$ cat src/rtl/ws2801_driver.sv
// Streams LEDS 24-bit pixels MSB-first to a WS2801 chain over a two-wire clock/data link,
// then holds the clock low long enough for the chain to latch the frame.
module ws2801_driver #(
    parameter int LEDS         = 5,
    parameter int HALF_PERIOD  = 2,
    parameter int LATCH_CYCLES = 25500
) (
    input  logic        clk,
    input  logic        rst,
    input  logic        start,
    input  logic [23:0] pixelData,
    input  logic        pixelValid,
    output logic        pixelReady,
    output logic        ledClk,
    output logic        ledData,
    output logic        busy,
    output logic        done
);

    localparam int PIX_W = $clog2(LEDS + 1);
    localparam int HP_W  = $clog2(HALF_PERIOD + 1);
    localparam int LAT_W = $clog2(LATCH_CYCLES + 1);

    typedef enum logic [2:0] {
        IDLE,
        LOAD,
        SHIFT_LO,
        SHIFT_HI,
        LATCH
    } state_t;

    state_t             state_q, state_d;
    logic [23:0]        shift_q, shift_d;
    logic [4:0]         bit_q, bit_d;
    logic [PIX_W-1:0]   pix_q, pix_d;
    logic [HP_W-1:0]    hp_q, hp_d;
    logic [LAT_W-1:0]   lat_q, lat_d;
    logic               ledclk_q, ledclk_d;
    logic               leddata_q, leddata_d;
    logic               done_q, done_d;
    logic               hp_last;

    assign hp_last = (hp_q == HP_W'(HALF_PERIOD - 1));

    always_comb begin
        // NOTE: every next-state value defaults to its current value first, so no path infers a latch.
        state_d   = state_q;
        shift_d   = shift_q;
        bit_d     = bit_q;
        pix_d     = pix_q;
        hp_d      = hp_q;
        lat_d     = lat_q;
        leddata_d = leddata_q;
        done_d    = 1'b0;

        case (state_q)
            IDLE: begin
                if (start) begin
                    state_d = LOAD;
                    pix_d   = '0;
                end
            end
            LOAD: begin
                if (pixelValid) begin
                    shift_d   = pixelData;
                    bit_d     = 5'd23;
                    hp_d      = '0;
                    leddata_d = pixelData[23];
                    state_d   = SHIFT_LO;
                end
            end
            SHIFT_LO: begin
                if (hp_last) begin
                    hp_d    = '0;
                    state_d = SHIFT_HI;
                end else begin
                    hp_d = hp_q + 1'b1;
                end
            end
            SHIFT_HI: begin
                if (!hp_last) begin
                    hp_d = hp_q + 1'b1;
                end else begin
                    hp_d = '0;
                    if (bit_q != 5'd0) begin
                        // Data only moves here, as the clock falls, giving a full half-period of setup and hold.
                        shift_d   = shift_q << 1;
                        bit_d     = bit_q - 5'd1;
                        leddata_d = shift_d[23];
                        state_d   = SHIFT_LO;
                    end else begin
                        pix_d = pix_q + 1'b1;
                        if (pix_d == PIX_W'(LEDS)) begin
                            lat_d     = '0;
                            leddata_d = 1'b0;
                            state_d   = LATCH;
                        end else begin
                            state_d = LOAD;
                        end
                    end
                end
            end
            LATCH: begin
                // done is raised while still in LATCH, so a start in the same cycle finds the FSM busy.
                done_d = (lat_q == LAT_W'(LATCH_CYCLES - 1));
                if (lat_q == LAT_W'(LATCH_CYCLES)) begin
                    lat_d   = '0;
                    state_d = IDLE;
                end else begin
                    lat_d = lat_q + 1'b1;
                end
            end
            default: state_d = IDLE;
        endcase

        // NOTE: ledClk is decoded from the next state and registered, so the pin is glitch-free and aligned with the FSM.
        ledclk_d = (state_d == SHIFT_HI);
    end

    always_ff @(posedge clk) begin
        // NOTE: sequential state uses non-blocking assignments only; reset is synchronous and clears every flop.
        if (rst) begin
            state_q   <= IDLE;
            shift_q   <= '0;
            bit_q     <= '0;
            pix_q     <= '0;
            hp_q      <= '0;
            lat_q     <= '0;
            ledclk_q  <= 1'b0;
            leddata_q <= 1'b0;
            done_q    <= 1'b0;
        end else begin
            state_q   <= state_d;
            shift_q   <= shift_d;
            bit_q     <= bit_d;
            pix_q     <= pix_d;
            hp_q      <= hp_d;
            lat_q     <= lat_d;
            ledclk_q  <= ledclk_d;
            leddata_q <= leddata_d;
            done_q    <= done_d;
        end
    end

    assign pixelReady = (state_q == LOAD);
    assign busy       = (state_q != IDLE);
    assign ledClk     = ledclk_q;
    assign ledData    = leddata_q;
    assign done       = done_q;

endmodule

$ cat config.mk
export PLATFORM = sky130hd
export DESIGN_NAME = ws2801_driver
export DESIGN_NICKNAME = d
export VERILOG_FILES = /design/src/rtl/ws2801_driver.sv
export SDC_FILE = /design/constraint.sdc
export NUM_CORES = 1
export LEC_CHECK = 0
export CORE_MARGIN = 2
export CORE_UTILIZATION = 59
export CTS_CLUSTER_SIZE = 30
export DETAILED_ROUTE_END_ITERATION = 10
export MAX_ROUTING_LAYER = met4
export PLACE_DENSITY = 0.93
export SLEW_MARGIN = 10
export SYNTH_ARGS = -nofsm -noshare
export SYNTH_HDL_FRONTEND = slang
export SYNTH_SLANG_ARGS = --single-unit
export TNS_END_PERCENT = 50
$ cat constraint.sdc
create_clock -name clk -period 4.3 [get_ports clk]
set_clock_uncertainty 0.2 [all_clocks]
set_input_delay 0.86 -clock clk [delete_from_list [all_inputs] [get_ports clk]]
set_output_delay 0.86 -clock clk [all_outputs]
set_load 0.02 [all_outputs]
==> impl_metrics.json, run 1 <==
{
  "ys.warnings.count": 0,
  "fin_crit_ns": 2.94,
  "final_common_cell": "dfxtp_1",
  "slew_viol_final": 0,
  "die_h_um": 70.4,
  "grt_start_max_net_pins": 43,
  "drt_iter0_drc": 187,
  "drv_cap": 0,
  "slowest_delay_ns": 0.71,
  "wire_per_inst_um": 14.2,
  "ir_drop_v": 0.000274,
  "path_max_fanout": 12,
  "syn_nets": 327,
  "cp_top_family": "simple AND/OR/NAND/NOR gates",
  "synth_seq_cells": 54,
  "cts_setup_buffers": 0,
  "syn_to_final_growth_pct": 17.4,
  "max_freq_ghz": 0.341,
  "relSlewSlack_pct": 43.4,
  "die_x_um": 70.4,
  "cp_slowest_cell": "o21bai_1",
  "grt_overflow": 0,
  "grtUsageTotal_pct": 23.6,
  "grt_pass1_wl_um": 9300,
  "vias": 2200,
  "cts.htree.levels": 2,
  "drt_wl_total_um": 5270,
  "grt_pass1_vias": 2092,
  "final_layout_size_suffix_gt1_share_pct": 4.39,
  "route.detailed.drc": 0,
  "initial_core_util_pct": 60.6,
  "cts-root-buf": "clkbuf_8",
  "path_buf_inv": 1,
  "rsz0062_at_grt": "false",
  "rows": 24,
  "hpwl_um": 3760,
  "worstPathArrival_ns": 2.90,
  "start_kind": "register",
  "tightestPinTransition_ns": 0.847,
  "rr_worst_depth": 7,
  "p_per_area_nw_per_um2": 333,
  "clk_latency_ns": 0.31,
  "ant_nets": 0,
  "hold_viol": 0,
  "coreArea_um2": 4290,
  "ys_seq_area_share_pct": 41.5,
  "numCtsBuffers": 5,
  "required_ns": 4.27,
  "clk_pin_slew_ns": 0.10,
  "p_leak_nw": 1.17,
  "syn_inst": 293,
  "outcome": "completed",
  "setup_viol_count_final": 0,
  "syn-cell-area_um2": 2600,
  "critical_path_class": "reg2reg",
  "antennaDiodeCount": 0,
  "ctsHoldBuffers": 0,
  "antenna_found_initial": 0,
  "hold_depth": 2,
  "setup_tns_ns": 0,
  "avgSynthCellArea_um2": 8.89,
  "io_pins": 33,
  "final_nets": 352,
  "cp_num_cells": 7,
  "hp-class": "reg2reg",
  "cts.sinks": 54,
  "ys_types": 41,
  "cts_resized": 0,
  "final_cell_mix": "54 x dfxtp_1, 41 x nor2_1, 32 x clkdlybuf4s50_1",
  "die_area_um2": 4960,
  "endpoint_kind": "register",
  "clockBufferDepth": 2,
  "routed_via_density": 5.93,
  "worstPathCellList": "inv_1 -> ha_1 -> or4b_4 -> nor4b_4 -> nor2_4 -> o21bai_1 -> nor3_1",
  "period_share_pct": 68.3,
  "fin_util_pct": 71.2,
  "port_buffers": 32,
  "cts_tree": "built",
  "routabilityCongestion": 0.868,
  "drtPass1Iterations": 4
}
[Yosys cell counts, drive strengths merged]
| cell type | count | area, um^2 |
|---|---|---|
| dfxtp | 54 | 1080 |
| nor2 | 42 | 165 |
| mux2i | 25 | 250 |
| a211oi | 24 | 180 |
| a21oi | 14 | 70.1 |
| clkbuf | 13 | 48.8 |
| nor3 | 12 | 60.1 |
| inv | 11 | 41.3 |
| nand2 | 11 | 41.3 |
| xor2 | 11 | 96.3 |
| nand3 | 8 | 40.0 |
| o21ai | 7 | 35.0 |
| ha | 6 | 75.1 |
| buf | 4 | 18.8 |
| nand3b | 4 | 30.0 |
| nor2b | 4 | 25.0 |
| nor3b | 4 | 30.0 |
| or4 | 4 | 30.0 |
| and2 | 3 | 18.8 |
| nand4 | 3 | 18.8 |
| nor4b | 3 | 41.3 |
| o2111ai | 3 | 26.3 |
| o31ai | 3 | 22.5 |
| or3 | 3 | 18.8 |
| and3 | 2 | 12.5 |
| nor4 | 2 | 12.5 |
| o211ai | 2 | 15.0 |
| a2111oi | 1 | 8.76 |
| a222oi | 1 | 10.0 |
| a22oi | 1 | 7.51 |
| a311oi | 1 | 8.76 |
| a31oi | 1 | 6.26 |
| nand2b | 1 | 6.26 |
| nand4bb | 1 | 11.3 |
| o21bai | 1 | 7.51 |
| o31a | 1 | 8.76 |
| o32a | 1 | 10.0 |
| or4b | 1 | 13.8 |
[where the power goes]
part	internal (W)	leakage (nW)	switching, W
logic	0.0000672	0.680	0.0000669
registers	0.000523	0.439	0.0000166
clock network	0.000173	0.0504	0.000171
total	0.000763	1.17	0.000255
[worst reg2reg max path, cell delays in order (launching register included)]
cell and delay (ns):
dfxtp_1 0.35, inv_1 0.10, ha_1 0.16, or4b_4 0.50, nor4b_4 0.53, nor2_4 0.12
o21bai_1 0.71, nor3_1 0.13
[per-layer routing]
| metal | global-route usage [%] | share of wire, % | up-vias |
|---|---|---|---|
| li1 | - | - | 1116 |
| met1 | 28.9 | 45 | 1028 |
| met4 | 8.33 | 2.0 | 0 |
| met3 | 3.32 | 3.7 | 11 |
| met2 | 39.7 | 50 | 45 |
| met5 | - | 0 | - |
[path summary, 6_finish.rpt]
check | from | endpoint | slack (ns)
max | bit_q[0]$_SDFFE_PP0P_ | lat_q[10]$_SDFFE_PP0P_ | 1.36
min | shift_q[0]$_SDFFE_PP0P_ | shift_q[0]$_SDFFE_PP0P_ | 0.28
max reg2reg | bit_q[0]$_SDFFE_PP0P_ | lat_q[10]$_SDFFE_PP0P_ | 1.36
min reg2reg | shift_q[0]$_SDFFE_PP0P_ | shift_q[0]$_SDFFE_PP0P_ | 0.28
[area by class of cell]
class / instances / area (um^2)
clock buffers: 5 / 68.8
well taps: 52 / 65.1
multi-input cells: 211 / 1410
fillers: 344 / 1240
repair buffers: 35 / 343
inverters: 11 / 41.3
clock inverters: 3 / 45.0
flip-flops and latches: 54 / 1080
[stage by stage]
stage | setup WS [ns] | power, W | hold WS (ns) | area [um^2] | instances
6_report | 1.36 | 0.00102 | 0.280 | 3060 | 371
5_1_grt | 1.19 | 0.00106 | 0.313 | 3060 | 371
4_1_cts | 1.37 | 0.00102 | 0.281 | 3060 | 371
3_5_place_dp | 1.38 | 0.000685 | 0.261 | 2940 | 363
3_3_place_gp | 1.49 | 0.000679 | 0.257 | 2940 | 363
2_1_floorplan | 1.85 | 0.000634 | 0.238 | 2600 | 293
[logic make-up (layout without fill, tap and decap cells)]
group	Yosys count	in the layout	share of synthesized area [%]
xor+xnor	11	11	3.70
flops	54	54	41.5
simple gates	108	108	22.1
buf+inv	28	54	4.18
fa+ha+maj	6	6	2.88
mux	25	25	9.61
compound gates	61	61	16.0
[flip-flops by register name, indices dropped and copies added (netlist names)]
name	count
shift_q	23
lat_q	15
bit_q	5
pix_q	3
state_q	3
hp_q	2
done	1
ledClk	1
ledData	1
(Power assumes the default switching activity.)
==> run 2: changes to the inputs <==
--- a/config.mk
+++ b/config.mk
@@ -6,11 +6,11 @@
 export NUM_CORES = 1
 export LEC_CHECK = 0
 export CORE_MARGIN = 2
-export CORE_UTILIZATION = 59
+export CORE_UTILIZATION = 55
 export CTS_CLUSTER_SIZE = 30
 export DETAILED_ROUTE_END_ITERATION = 10
 export MAX_ROUTING_LAYER = met4
-export PLACE_DENSITY = 0.93
+export PLACE_DENSITY = 0.88
 export SLEW_MARGIN = 10
 export SYNTH_ARGS = -nofsm -noshare
 export SYNTH_HDL_FRONTEND = slang
==> constraint.sdc (replaced) <==
create_clock -name clk -period 3.1 [get_ports clk]
set_clock_uncertainty 0.2 [all_clocks]
set_input_delay 0.62 -clock clk [delete_from_list [all_inputs] [get_ports clk]]
set_output_delay 0.62 -clock clk [all_outputs]
set_load 0.02 [all_outputs]
==> run 2 against run 1 <==
  * Clock power is 36% higher
  * Routed wire length rose by 5.8%
  * Register-to-register slack lost 0.92 ns
  * Count of clock-buffer cells in the layout up 2
  * Largest cell class unchanged
  * Largest power group unchanged
  * Highest routed layer unchanged
==> impl_metrics.json, run 2 (synthesis results as in run 1) <==
{
  "die_x_um": 72.8,
  "top_register": "shift_q",
  "clockBufferDepth": 2,
  "p_int_w": 0.00106,
  "period_share_pct": 85.8,
  "largest_reg_flops": 23,
  "antenna_found_initial": 0,
  "fin_crit_ns": 2.66,
  "required_ns": 3.15,
  "final_layout_size_suffix_gt1_share_pct": 4.66,
  "ir_drop_v": 0.000315,
  "routabilityCongestion": 0.853,
  "regArea_um2": 1080,
  "p_clk_share_pct": 33.4,
  "cts-root-buf": "clkbuf_8",
  "tightestPinTransition_ns": 0.693,
  "cts_resized": 0,
  "layoutNonFillerInstCount": 376,
  "grt_pass1_vias": 2081,
  "syn_to_final_growth_pct": 18.1,
  "worstPathArrival_ns": 2.71,
  "rows": 25,
  "drtPass1Iterations": 5,
  "drt_wl_total_um": 5580,
  "p_sw_w": 0.000344,
  "cts_setup_buffers": 0,
  "wire_per_inst_um": 14.8,
  "path_max_fanout": 10,
  "port_buffers": 32,
  "initial_core_util_pct": 56.2,
  "numCtsBuffers": 5,
  "hpwl_um": 3960,
  "hold_viol": 0,
  "cp_top_family": "simple AND/OR/NAND/NOR gates",
  "cts.htree.levels": 2,
  "route.detailed.drc": 0,
  "drt_iter0_drc": 151,
  "outcome": "completed",
  "antennaDiodeCount": 0,
  "p_per_area_nw_per_um2": 458,
  "grtUsageTotal_pct": 23.7,
  "reg_top3": "shift_q (23), lat_q (15), bit_q (5)",
  "final_common_cell": "dfxtp_1",
  "slowest_delay_ns": 0.53,
  "rsz0062_at_grt": "false",
  "grt_overflow": 0,
  "p_sw_share_pct": 24.5,
  "use_met1_pct": 29.5,
  "coreArea_um2": 4630,
  "start_kind": "register",
  "met3_usage_pct": 6.35,
  "cp_slowest_cell": "nor4b_4",
  "place_inst": 368,
  "pwr-share-comb_pct": 13.5,
  "die_h_um": 72.8,
  "setup_viol_count_final": 0,
  "clk_pin_slew_ns": 0.10,
  "critical_path_class": "reg2reg",
  "grt_busiest_layer": "met2",
  "grt_pass1_wl_um": 9630,
  "final_nets": 355,
  "cts_tree": "built",
  "clk_latency_ns": 0.31,
  "grt_use_met2_pct": 36.8,
  "ant_nets": 0,
  "endpoint_kind": "register",
  "p_leak_nw": 1.19,
  "path_buf_inv": 1,
  "final_cell_mix": "54 x dfxtp_1, 41 x nor2_1, 32 x clkdlybuf4s50_1",
  "max_freq_ghz": 0.376,
  "relSlewSlack_pct": 53.5,
  "worstPathCellList": "inv_1 -> ha_1 -> or4b_4 -> nor4b_4 -> nor2_4 -> or4_1 -> a21oi_1",
  "die_area_um2": 5300,
  "hp-class": "reg2reg",
  "n_fill_cell": 380,
  "setup_tns_ns": 0,
  "cts.sinks": 54,
  "grt_start_max_net_pins": 33,
  "drv_cap": 0,
  "io_pins": 33,
  "routed_via_density": 6.04,
  "vias": 2271,
  "multi_input_area_um2": 1410,
  "slew_viol_final": 0,
  "ctsHoldBuffers": 0,
  "seq_power_share_pct": 53.2
}
-- run 2: layout make-up --
class,count,area share [%]
Inverter,11,1.34
Sequential cell,54,35.2
Tap cell,54,2.20
Multi-Input combinational cell,211,46.0
Timing Repair Buffer,38,11.9
Clock buffer,7,2.48
Clock inverter,1,0.976
-- run 2: through the flow --
step / hold WS (ns) / utilization [%] / power [W] / setup WS [ns] / area (um^2)
2_1_floorplan: 0.238 / - / 0.000879 / 0.651 / 2600
3_3_place_gp: 0.250 / 64.1 / 0.000945 / 0.543 / 2970
3_5_place_dp: 0.262 / 64.1 / 0.000953 / 0.482 / 2970
4_1_cts: 0.278 / 66.4 / 0.00141 / 0.447 / 3080
5_1_grt: 0.300 / 66.4 / 0.00147 / 0.282 / 3080
6_report: 0.283 / 66.4 / 0.00141 / 0.441 / 3080
-- run 2: path summary, 6_finish.rpt --
kind | startpoint | endpoint | slack (ns) | cells after the start
setup / recovery | bit_q[0]$_SDFFE_PP0P_ | lat_q[9]$_SDFFE_PP0P_ | 0.44 | 7
hold / removal | hp_q[1]$_SDFFE_PP0P_ | hp_q[1]$_SDFFE_PP0P_ | 0.28 | 2
setup reg to reg | bit_q[0]$_SDFFE_PP0P_ | lat_q[9]$_SDFFE_PP0P_ | 0.44 | 7
hold reg to reg | hp_q[1]$_SDFFE_PP0P_ | hp_q[1]$_SDFFE_PP0P_ | 0.28 | 2
-- run 2: per-layer routing --
metal	share of wire, %	wire length [um]
met1	43	2390
met5	0	0
met3	5.1	286
met4	2.1	115
met2	50	2790
-- run 2: worst register-to-register path, delay by kind of cell, from the launching register on --
kind            cells  cell delay (ns)
compound gates      1             0.16
fa+ha+maj           1             0.15
buf+inv             1             0.08
flops               1             0.34
simple gates        4             1.68
-- run 2: power groups by stage --
stage	Clock, W	Sequential [W]	Combinational [W]
final	0.000470	0.000748	0.000190
after CTS	0.000475	0.000748	0.000191
after global routing	0.000512	0.000753	0.000208
after global placement	0	0.000762	0.000183
after detailed placement	0	0.000764	0.000190
after floorplan	0	0.000756	0.000123
